==> src/rtl/duc_retune_sequencer.sv <==
// duc_retune_sequencer
// Sequences a retune of one digital up-conversion chain over the settings bus.
// A rate change gates run, drains the pipeline, writes the three chain registers
// and lets the filters settle before releasing run. A request that only changes
// frequency or gain writes phase and scale without touching run.

module duc_retune_sequencer #(
   parameter logic [7:0] BASE          = 8'd0,
   parameter int         DRAIN_CYCLES  = 512,
   parameter int         SETTLE_CYCLES = 16
) (
   input  logic        clk,
   input  logic        rst_n,
   input  logic        req_valid,
   output logic        req_ready,
   input  logic [31:0] req_phase_inc,
   input  logic [17:0] req_scale,
   input  logic [7:0]  req_interp,
   input  logic        req_hb1,
   input  logic        req_hb2,
   input  logic        run_in,
   output logic        run_out,
   output logic        set_stb,
   output logic [7:0]  set_addr,
   output logic [31:0] set_data,
   output logic        busy,
   output logic        done,
   output logic        err
);

   localparam logic [2:0] IDLE   = 3'd0;
   localparam logic [2:0] DRAIN  = 3'd1;
   localparam logic [2:0] WR_PH  = 3'd2;
   localparam logic [2:0] WR_SC  = 3'd3;
   localparam logic [2:0] WR_RT  = 3'd4;
   localparam logic [2:0] SETTLE = 3'd5;

   logic [2:0]  state;
   logic [15:0] cnt;
   logic        full_path;
   logic [31:0] cap_phase;
   logic [17:0] cap_scale;
   logic [9:0]  cap_rate;
   logic [9:0]  shadow_rate;
   logic        shadow_valid;

   logic        accept;
   logic [9:0]  req_rate;
   logic        rate_match;

   // The done cycle is still IDLE but must not accept, so a held request
   // lands one cycle later.
   assign req_ready  = (state == IDLE) && !done;
   assign accept     = req_valid && req_ready;
   assign req_rate   = {req_hb1, req_hb2, req_interp};
   assign rate_match = shadow_valid && (req_rate == shadow_rate);
   assign busy       = (state != IDLE);

   // Main sequencer: state walk, request capture, run gating and completion pulses.
   always_ff @(posedge clk or negedge rst_n) begin
      if (!rst_n) begin
         state        <= IDLE;
         cnt          <= 16'd0;
         full_path    <= 1'b0;
         cap_phase    <= 32'd0;
         cap_scale    <= 18'd0;
         cap_rate     <= 10'd0;
         shadow_rate  <= 10'd0;
         shadow_valid <= 1'b0;
         run_out      <= 1'b0;
         done         <= 1'b0;
         err          <= 1'b0;
      end else begin
         done <= 1'b0;
         err  <= 1'b0;
         case (state)
            IDLE: begin
               run_out <= run_in;
               if (accept) begin
                  if (req_interp == 8'd0) begin
                     err <= 1'b1;
                  end else begin
                     cap_phase <= req_phase_inc;
                     cap_scale <= req_scale;
                     cap_rate  <= req_rate;
                     if (rate_match) begin
                        full_path <= 1'b0;
                        state     <= WR_PH;
                     end else begin
                        full_path <= 1'b1;
                        state     <= DRAIN;
                        cnt       <= 16'(DRAIN_CYCLES - 1);
                        run_out   <= 1'b0;
                     end
                  end
               end
            end
            DRAIN: begin
               run_out <= 1'b0;
               if (cnt == 16'd0) begin
                  state <= WR_PH;
               end else begin
                  cnt <= cnt - 16'd1;
               end
            end
            WR_PH: begin
               run_out <= full_path ? 1'b0 : run_in;
               state   <= WR_SC;
            end
            WR_SC: begin
               if (full_path) begin
                  run_out <= 1'b0;
                  state   <= WR_RT;
               end else begin
                  run_out     <= run_in;
                  shadow_rate <= cap_rate;
                  done        <= 1'b1;
                  state       <= IDLE;
               end
            end
            WR_RT: begin
               run_out      <= 1'b0;
               shadow_rate  <= cap_rate;
               shadow_valid <= 1'b1;
               cnt          <= 16'(SETTLE_CYCLES - 1);
               state        <= SETTLE;
            end
            SETTLE: begin
               if (cnt == 16'd0) begin
                  run_out <= run_in;
                  done    <= 1'b1;
                  state   <= IDLE;
               end else begin
                  run_out <= 1'b0;
                  cnt     <= cnt - 16'd1;
               end
            end
            default: begin
               run_out <= 1'b0;
               state   <= IDLE;
            end
         endcase
      end
   end

   // Settings bus is decoded from the write states; address and data stay zero otherwise.
   always_comb begin
      set_stb  = 1'b0;
      set_addr = 8'd0;
      set_data = 32'd0;
      case (state)
         WR_PH: begin
            set_stb  = 1'b1;
            set_addr = BASE;
            set_data = cap_phase;
         end
         WR_SC: begin
            set_stb  = 1'b1;
            set_addr = BASE + 8'd1;
            set_data = {14'd0, cap_scale};
         end
         WR_RT: begin
            set_stb  = 1'b1;
            set_addr = BASE + 8'd2;
            set_data = {22'd0, cap_rate};
         end
         default: begin
            set_stb  = 1'b0;
         end
      endcase
   end

endmodule

==> config.mk <==
export PLATFORM = sky130hd
export DESIGN_NAME = duc_retune_sequencer
export DESIGN_NICKNAME = d
export VERILOG_FILES = /design/src/rtl/duc_retune_sequencer.sv
export SDC_FILE = /design/constraint.sdc
export NUM_CORES = 1
export LEC_CHECK = 0
export CORE_MARGIN = 3
export CORE_UTILIZATION = 40
export CTS_CLUSTER_SIZE = 20
export DETAILED_ROUTE_END_ITERATION = 8
export GPL_ROUTABILITY_DRIVEN = 0
export HOLD_SLACK_MARGIN = 0.02
export PLACE_DENSITY = 0.63
export SLEW_MARGIN = 40
export SYNTH_ARGS = -nofsm -noshare
export SYNTH_HDL_FRONTEND = slang
export SYNTH_SLANG_ARGS = --single-unit
==> constraint.sdc <==
create_clock -name clk -period 7 [get_ports clk]
set_input_delay 1.05 -clock clk [delete_from_list [all_inputs] [get_ports clk]]
set_output_delay 1.05 -clock clk [all_outputs]
set_load 0.05 [all_outputs]
# Word level (Yosys, flattened, before mapping)
# Index checks and enable logic that the tools add are counted.
[op_classes]
mul = 0
order_cmp = 0
mux = 30
eq_ne = 13
n_div = 0
shifts = 0
bitwise_logic = 1
n_reduce_logical = 17
n_addsub = 1
[ops]
columns = ["cell", "n"]
rows = [
  ["32-bit case mux with 3 select lines", 1],
  ["16-bit two-way mux", 4],
  ["16-bit case mux with 3 select lines", 1],
  ["10-bit case mux with 2 select lines", 1],
  ["3-bit case mux with 6 select lines", 1],
  ["16-bit logical NOT", 1],
  ["16-bit by 1-bit subtractor with 16-bit output (second input constant)", 1],
  ["3-bit two-way mux", 5],
  ["2-bit != test (second input constant)", 7],
  ["1-bit two-way mux", 12],
  ["10-bit equality test", 1],
  ["10-bit two-way mux", 1],
  ["8-bit logical NOT", 1],
  ["3-bit by 2-bit equality test with 1-bit output (second input constant)", 2],
  ["3-bit equality test (second input constant)", 2],
  ["3-bit nonzero test", 2],
  ["5-bit AND reduction", 1],
  ["2-bit case mux with 2 select lines", 1],
  ["4-bit AND reduction", 1],
  ["2-bit OR reduction", 2],
  ["3-bit by 1-bit equality test with 1-bit output (second input constant)", 1],
  ["1-bit logical AND", 3],
  ["3-bit logical NOT", 1],
  ["1-bit case mux with 3 select lines", 1],
  ["other kinds (8)", 8],
]
[word_totals]
n_memories = 0
inputBits = 64
ram_bits = 0
out_inout_bits = 46
latch_bits = 0
romBits = 0
wordCells = 73
register_bits = 94

# Depth between registers and ports, before layout
# Gate-level depths: netlist of the first run.
[depth]
ltp_word = 6
depth_mapped = 8
ltp_nobuf = 7

# Worst setup path after synthesis of the first run
# OpenSTA, ideal clock, no wires.
[synth_timing]
kind = "reg-to-output"
start = "register state[0]"
end = "output port set_data[0]"
setup_slack_ns = 3.773
t_required_ns = 5.950
t_arrival_ns = 2.177
path_stages_with_launch = 7
n_path_buf = 2
path_cell_list = "dfrtp_1 > buf_2 > nand2b_1 > nor2_1 > clkbuf_1 > nand2_1 > o21ai_0"
[synth_via]
elab_chain_cells = 2
elab_cells_between_ends = 4
cone_classes = "3 x eq/ne; 1 x mux"
[synth_lines]
columns = ["item", "line_no", "rtl"]
rows = [
  ["from (decl)", "38", "logic [2:0] state;"],
  ["from (signal assigned)", "62", "state <= IDLE;"],
  ["from (signal assigned)", "88", "state <= WR_PH;"],
  ["from (signal assigned)", "91", "state <= DRAIN;"],
  ["3-bit equality test or 3-bit by 2-bit equality test with 1-bit output (tied branches)", "151", "case (state)"],
  ["32-bit case mux with 3 select lines *", "151", ""],
  ["to (decl)", "25", "output logic [31:0] set_data,"],
]
# Mark *: on every way between the ends. The rest lies on a longest branch, timed or not.

# Final worst setup path of the first run
[layout_timing]
start = "register state[1]"
end = "output port set_data[31]"
# Same word-level chain as after synthesis.

==> flow_metrics.py, run 1 <==
metrics = {
    "global_route": {
        "antenna_found_initial": 0,
        "grt_pass1_vias": 3462,
        "met1_usage": 0.239,
        "top_usage_layer": "met2",
        "gr-total-overflow": 0,
        "grt_usage": 0.170,
        "grt_use_met3": 0.0561,
        "grt_pass1_wl_mm": 17.3,
        "grtUsageMet2": 0.249,
        "grt_max_degree": 63,
    },
    "sta": {
        "finalMaxSlewViolations": 0,
        "tns_ps": 0,
        "whs_ps": 502,
        "hold_viol": 0,
        "max_freq_ghz": 0.252,
        "skew_ps": 5.37,
        "slew_headroom": 0.465,
        "rsz0062_at_grt": "false",
        "fin_crit_sh": 0.567,
        "worst-slew-pin-transition_ps": 803,
        "fin_crit_ps": 3970,
        "final-setup-viol-count": 0,
    },
    "worst_setup_path": {
        "worstSetupPathType": "reg2out",
        "critical_path_arrival_ps": 2920,
        "crit_path_max_fanout": 21,
        "start_kind": "flip-flop",
        "cp.required_ps": 5950,
        "cp-end-kind": "output pin",
    },
    "final_layout": {
        "multi_input_area_um2": 2030,
        "fin_nets": 546,
        "layout-drive-gt1-share": 0.198,
        "num_antenna_cells": 0,
        "fillers": 974,
        "syn_to_final_growth_pct": 31.5,
        "final_cells": 626,
        "regArea_um2": 2350,
    },
    "cts": {
        "cts_root_buf": "clkbuf_16",
        "post_cts_buffers": 0,
        "cts_resized": 0,
        "cts_tree": "done",
        "clockBufferDepth": 2,
        "cts_max_level": 3,
        "clock-sinks": 94,
        "clkSlewWorstSetupHoldPaths_ps": 60,
        "hold_buffers": 0,
        "clock_latency_ps": 340,
        "numCtsBuffers": 9,
    },
    "route": {
        "antenna_left": 0,
        "drcViolationCount": 0,
        "wire_per_inst_um": 16.6,
        "vias_per_cell": 5.22,
        "num_vias": 3266,
        "wl_mm": 10.4,
        "dr.pass1.iters": 4,
        "drtIter0Drc": 129,
    },
    "yosys": {
        "synth.most_common_cell": "dfrtp_1",
        "ys_ff_latch": 94,
        "synth_area_um2": 4500,
        "synth-edff-count": 0,
        "synthArstFlopShare": 1.00,
        "seq_area_frac_synth": 0.523,
        "ys_top_cells_by_area": "dfrtp_1 52%, mux2_2 18%, mux2i_1 4.2%, nor2_1 2.1%, and2_1 1.9%",
        "yosysUniqueCellTypes": 52,
        "yosys.area.top_type": "dfrtp_1",
        "syn_area_per_cell_um2": 11.8,
        "synth_top_area_frac": 0.523,
        "ys.flop_type": "dfrtp_1",
        "ys_warn_count": 0,
        "synthCells": 383,
        "ys_top_cells_by_count": "94 x dfrtp_1, 70 x mux2_2, 25 x nor2_1",
    },
    "place": {
        "place_hpwl_mm": 7.23,
        "portBuffers": 103,
        "dp.cells": 610,
    },
    "power": {
        "power_w": 0.00168,
        "p_int_w": 0.00121,
        "combPwrFrac": 0.217,
        "switching_power_w": 0.000469,
        "switching_share": 0.280,
        "clockPowerShare": 0.266,
        "power.density_nw_per_um2": 284,
        "ir_worst_vdd_uv": 123,
        "power_frac_seq": 0.517,
        "p_leak_nw": 2.60,
    },
    "die": {
        "die_h_um": 112,
        "fp-row-count": 38,
        "start_util": 0.412,
        "die_w_um": 112,
        "die_area_um2": 12600,
        "core_area_um2": 10900,
        "ios": 110,
    },
    "flow_run": {
        "drv_cap": 0,
    },
    "run_status": {
        "status": "completed",
    },
    "worst_hold_path": {
        "hold_path_class": "reg2reg",
    },
}
flip-flops by register name, indices dropped and copies added, names as in the netlist, 3 cells and up:
| name | flops |
|---|---|
| cap_phase | 32 |
| cap_rate | 10 |
| cap_scale | 18 |
| cnt | 16 |
| shadow_rate | 10 |
| state | 3 |
power groups by stage:
stage | Sequential [W] | Combinational [W] | Clock, W
final | 0.000868 | 0.000364 | 0.000446
after global routing | 0.000897 | 0.000408 | 0.000483
after CTS | 0.000870 | 0.000369 | 0.000459
after detailed placement | 0.000877 | 0.000367 | 0
after global placement | 0.000871 | 0.000352 | 0
after floorplan | 0.000833 | 0.000282 | 0
logic make-up (layout without fill, tap and decap cells):
family,Yosys count,count (layout),synth area share
buf+inv,35,133,0.0350
xor+xnor,10,10,0.0195
flops,94,94,0.523
other cells,1,6,0.000833
simple gates,101,101,0.118
compound gates,52,52,0.0834
fa+ha+maj,1,1,0.00278
mux,89,89,0.217
per-stage QoR:
step	area [um^2]	setup slack (ps)	utilization
2_1_floorplan	4520	3770	-
3_3_place_gp	5630	3210	0.515
3_5_place_dp	5640	3090	0.516
4_1_cts	5910	2710	0.541
5_1_grt	5920	2770	0.541
6_report	5920	3030	0.541
cell type report:
cell class / count / share of cell area
Clock inverter: 4 / 0.00380
Tap cell: 140 / 0.0296
Clock buffer: 12 / 0.0416
Inverter: 11 / 0.00698
Timing Repair Buffer: 106 / 0.178
Multi-Input combinational cell: 259 / 0.342
Sequential cell: 94 / 0.397
layout by cell type (no fill, tap or decap), types with 9 or more instances in the layout:
cell type          n
o21ai_0           14
clkbuf_16          9
dfrtp_1           94
mux2i_1           19
nand2_1           23
inv_1             11
clkdlybuf4s50_1  102
nor2_1            23
and2_1            14
mux2_2            70
xnor2_1           10
final timing paths:
check	from	to	slack (ps)	cells after the start
setup / recovery	state[1]$_DFFE_PN0P_	set_data[31]	3030	4
hold / removal	shadow_valid$_DFFE_PN0P_	shadow_valid$_DFFE_PN0P_	500	1
setup reg to reg	state[0]$_DFFE_PN0P_	state[1]$_DFFE_PN0P_	4180	6
hold reg to reg	shadow_valid$_DFFE_PN0P_	shadow_valid$_DFFE_PN0P_	500	1
max in group asynchronous	rst_n	cap_rate[1]$_DFFE_PN0P_	5450	2
min in group asynchronous	rst_n	cap_phase[15]$_DFFE_PN0P_	660	1
per-layer routing:
metal / wire (um) / share of wire
met1: 4880 / 0.47
met2: 4570 / 0.44
met4: 152 / 0.015
met5: 0 / 0
met3: 823 / 0.079
worst max-delay path: stages (launching register included):
cell	delay, ps
dfrtp_1	570
nand2b_2	370
nor2_1	610
and2_1	230
clkdlybuf4s50_1	810
Power figures use the tool's default switching activity.
==> inputs of run 2 (changes only) <==
Settings changed: PLACE_DENSITY 0.63 to 0.65.
Clock period 7 ns to 3.58 ns, I/O delays scaled along.
==> flow_metrics.py, run 2 (synthesized netlist as in run 1, its figures left out) <==
metrics = {
    "run_status": {
        "status": "completed",
    },
    "global_route": {
        "grt_pass1_vias": 3405,
        "grt_usage": 0.169,
        "gr-total-overflow": 0,
        "grt_pass1_wl_mm": 17.1,
        "grt_max_degree": 63,
        "antenna_found_initial": 0,
    },
    "place": {
        "place_hpwl_mm": 7.34,
        "portBuffers": 103,
        "dp.cells": 616,
        "dpl_worst_slack_ps": 881,
    },
    "worst_setup_path": {
        "r2r_slack_ps": 920,
        "cp.required_ps": 3040,
        "start_kind": "flip-flop",
        "reg2regPathDepth": 7,
        "max_stage_delay_ps": 810,
        "crit_chain": "nand2b_1, nor2_1, buf_4, and2_1, clkdlybuf4s50_1",
        "worstSetupPathType": "reg2out",
        "cp-end-kind": "output pin",
        "critical_path_arrival_ps": 2440,
        "slowest_stage": "clkdlybuf4s50_1",
        "crit_path_max_fanout": 14,
    },
    "final_layout": {
        "layout-drive-gt1-share": 0.228,
        "top_regs": "cap_phase (32), cap_scale (18), cnt (16)",
        "regMostFlops": "cap_phase",
        "final_cells": 632,
        "final_cell_mix": "94 x dfrtp_1, 90 x clkdlybuf4s50_1, 70 x mux2_2",
        "syn_to_final_growth_pct": 35.5,
        "num_antenna_cells": 0,
        "fin_util": 0.558,
        "fin_nets": 552,
        "layout_commonest_cell": "dfrtp_1",
        "largest_reg_flops": 32,
        "fillers": 961,
    },
    "sta": {
        "finalMaxSlewViolations": 0,
        "layout_setup_ws_ps": 604,
        "hold_viol": 0,
        "final-setup-viol-count": 0,
        "max_freq_ghz": 0.336,
        "tns_ps": 0,
        "slew_headroom": 0.587,
        "fin_crit_sh": 0.831,
        "worst-slew-pin-transition_ps": 614,
        "rsz0062_at_grt": "false",
        "skew_ps": 14.3,
        "fin_crit_ps": 2980,
        "whs_ps": 165,
    },
    "cts": {
        "cts_max_level": 3,
        "numCtsBuffers": 9,
        "clock_latency_ps": 340,
        "post_cts_buffers": 0,
        "cts_resized": 0,
        "clockBufferDepth": 2,
        "cts_tree": "done",
        "hold_buffers": 0,
        "clock-sinks": 94,
        "clkSlewWorstSetupHoldPaths_ps": 70,
        "cts_root_buf": "clkbuf_16",
    },
    "power": {
        "p_leak_nw": 2.69,
        "switching_power_w": 0.000932,
        "ir_worst_vdd_uv": 301,
        "switching_share": 0.281,
        "power_frac_seq": 0.509,
        "power.density_nw_per_um2": 545,
        "p_int_w": 0.00239,
        "combPwrFrac": 0.214,
        "clockPowerShare": 0.277,
    },
    "route": {
        "drcViolationCount": 0,
        "wire_per_inst_um": 16.1,
        "wl_mm": 10.2,
        "vias_per_cell": 5.18,
        "drtIter0Drc": 175,
        "num_vias": 3275,
        "antenna_left": 0,
        "dr.pass1.iters": 4,
    },
    "die": {
        "start_util": 0.412,
        "ios": 110,
        "die_h_um": 112,
        "fp-row-count": 38,
        "die_area_um2": 12600,
        "die_w_um": 112,
        "core_area_um2": 10900,
    },
    "flow_run": {
        "drv_cap": 0,
    },
    "worst_hold_path": {
        "hold_path_class": "in2async",
    },
}
## run 2: cell count changes in the layout (fill, tap and decap cells not counted), sizes merged
cell	delta
buf	+18
clkbuf	-1
clkdlybuf4s50	-12
clkinv	-1
clkinvlp	+1
inv	+1
## run 2: per-layer routing
layer | GRT usage | part of all wire | vias up
met5 | 0 | 0 | -
met4 | 0.0417 | 0.011 | 0
met1 | 0.217 | 0.43 | 1599
met3 | 0.0760 | 0.094 | 8
li1 | - | - | 1568
met2 | 0.263 | 0.47 | 100
## run 2: layout make-up
| cell class | count | area [um^2] | share of cell area |
|---|---|---|---|
| clock buffers | 11 | 253 | 0.0414 |
| clock inverters | 5 | 41.3 | 0.00677 |
| inverters | 11 | 41.3 | 0.00677 |
| multi-input cells | 259 | 2020 | 0.331 |
| flip-flops and latches | 94 | 2350 | 0.386 |
| well taps | 140 | 175 | 0.0287 |
| repair buffers | 112 | 1220 | 0.200 |
## run 2: worst paths after layout
kind                                      startpoint                        end
max                             state[1]$_DFFE_PN0P_               set_data[27]
min                                            rst_n  cap_phase[13]$_DFFE_PN0P_
max reg2reg                       cnt[0]$_DFFE_PN0P_         cnt[1]$_DFFE_PN0P_
min reg2reg                cap_phase[27]$_DFFE_PN0P_  cap_phase[27]$_DFFE_PN0P_
max in group asynchronous                      rst_n   cap_scale[5]$_DFFE_PN0P_
min in group clk           cap_phase[27]$_DFFE_PN0P_  cap_phase[27]$_DFFE_PN0P_
## run 2: worst max-delay path: cells and delay by family, from the launching register on
| family | cells | cell delay, ps |
|---|---|---|
| buf+inv | 2 | 1000 |
| flops | 1 | 580 |
| simple gates | 3 | 520 |
## run 2: power groups by stage
stage / combinational (W) / clock, W / sequential (W)
finish: 0.000710 / 0.000920 / 0.00169
global route: 0.000791 / 0.000994 / 0.00175
CTS: 0.000722 / 0.000949 / 0.00170
detailed placement: 0.000720 / 0 / 0.00172
global placement: 0.000689 / 0 / 0.00169
floorplan: 0.000551 / 0 / 0.00163
## run 2: metrics by stage
| step | power, W | instance area, um^2 |
|---|---|---|
| detailed placement | 0.00244 | 5800 |
| global placement | 0.00238 | 5790 |
| CTS | 0.00337 | 6090 |
| finish | 0.00332 | 6100 |
| global route | 0.00353 | 6100 |
| floorplan | 0.00218 | 4520 |
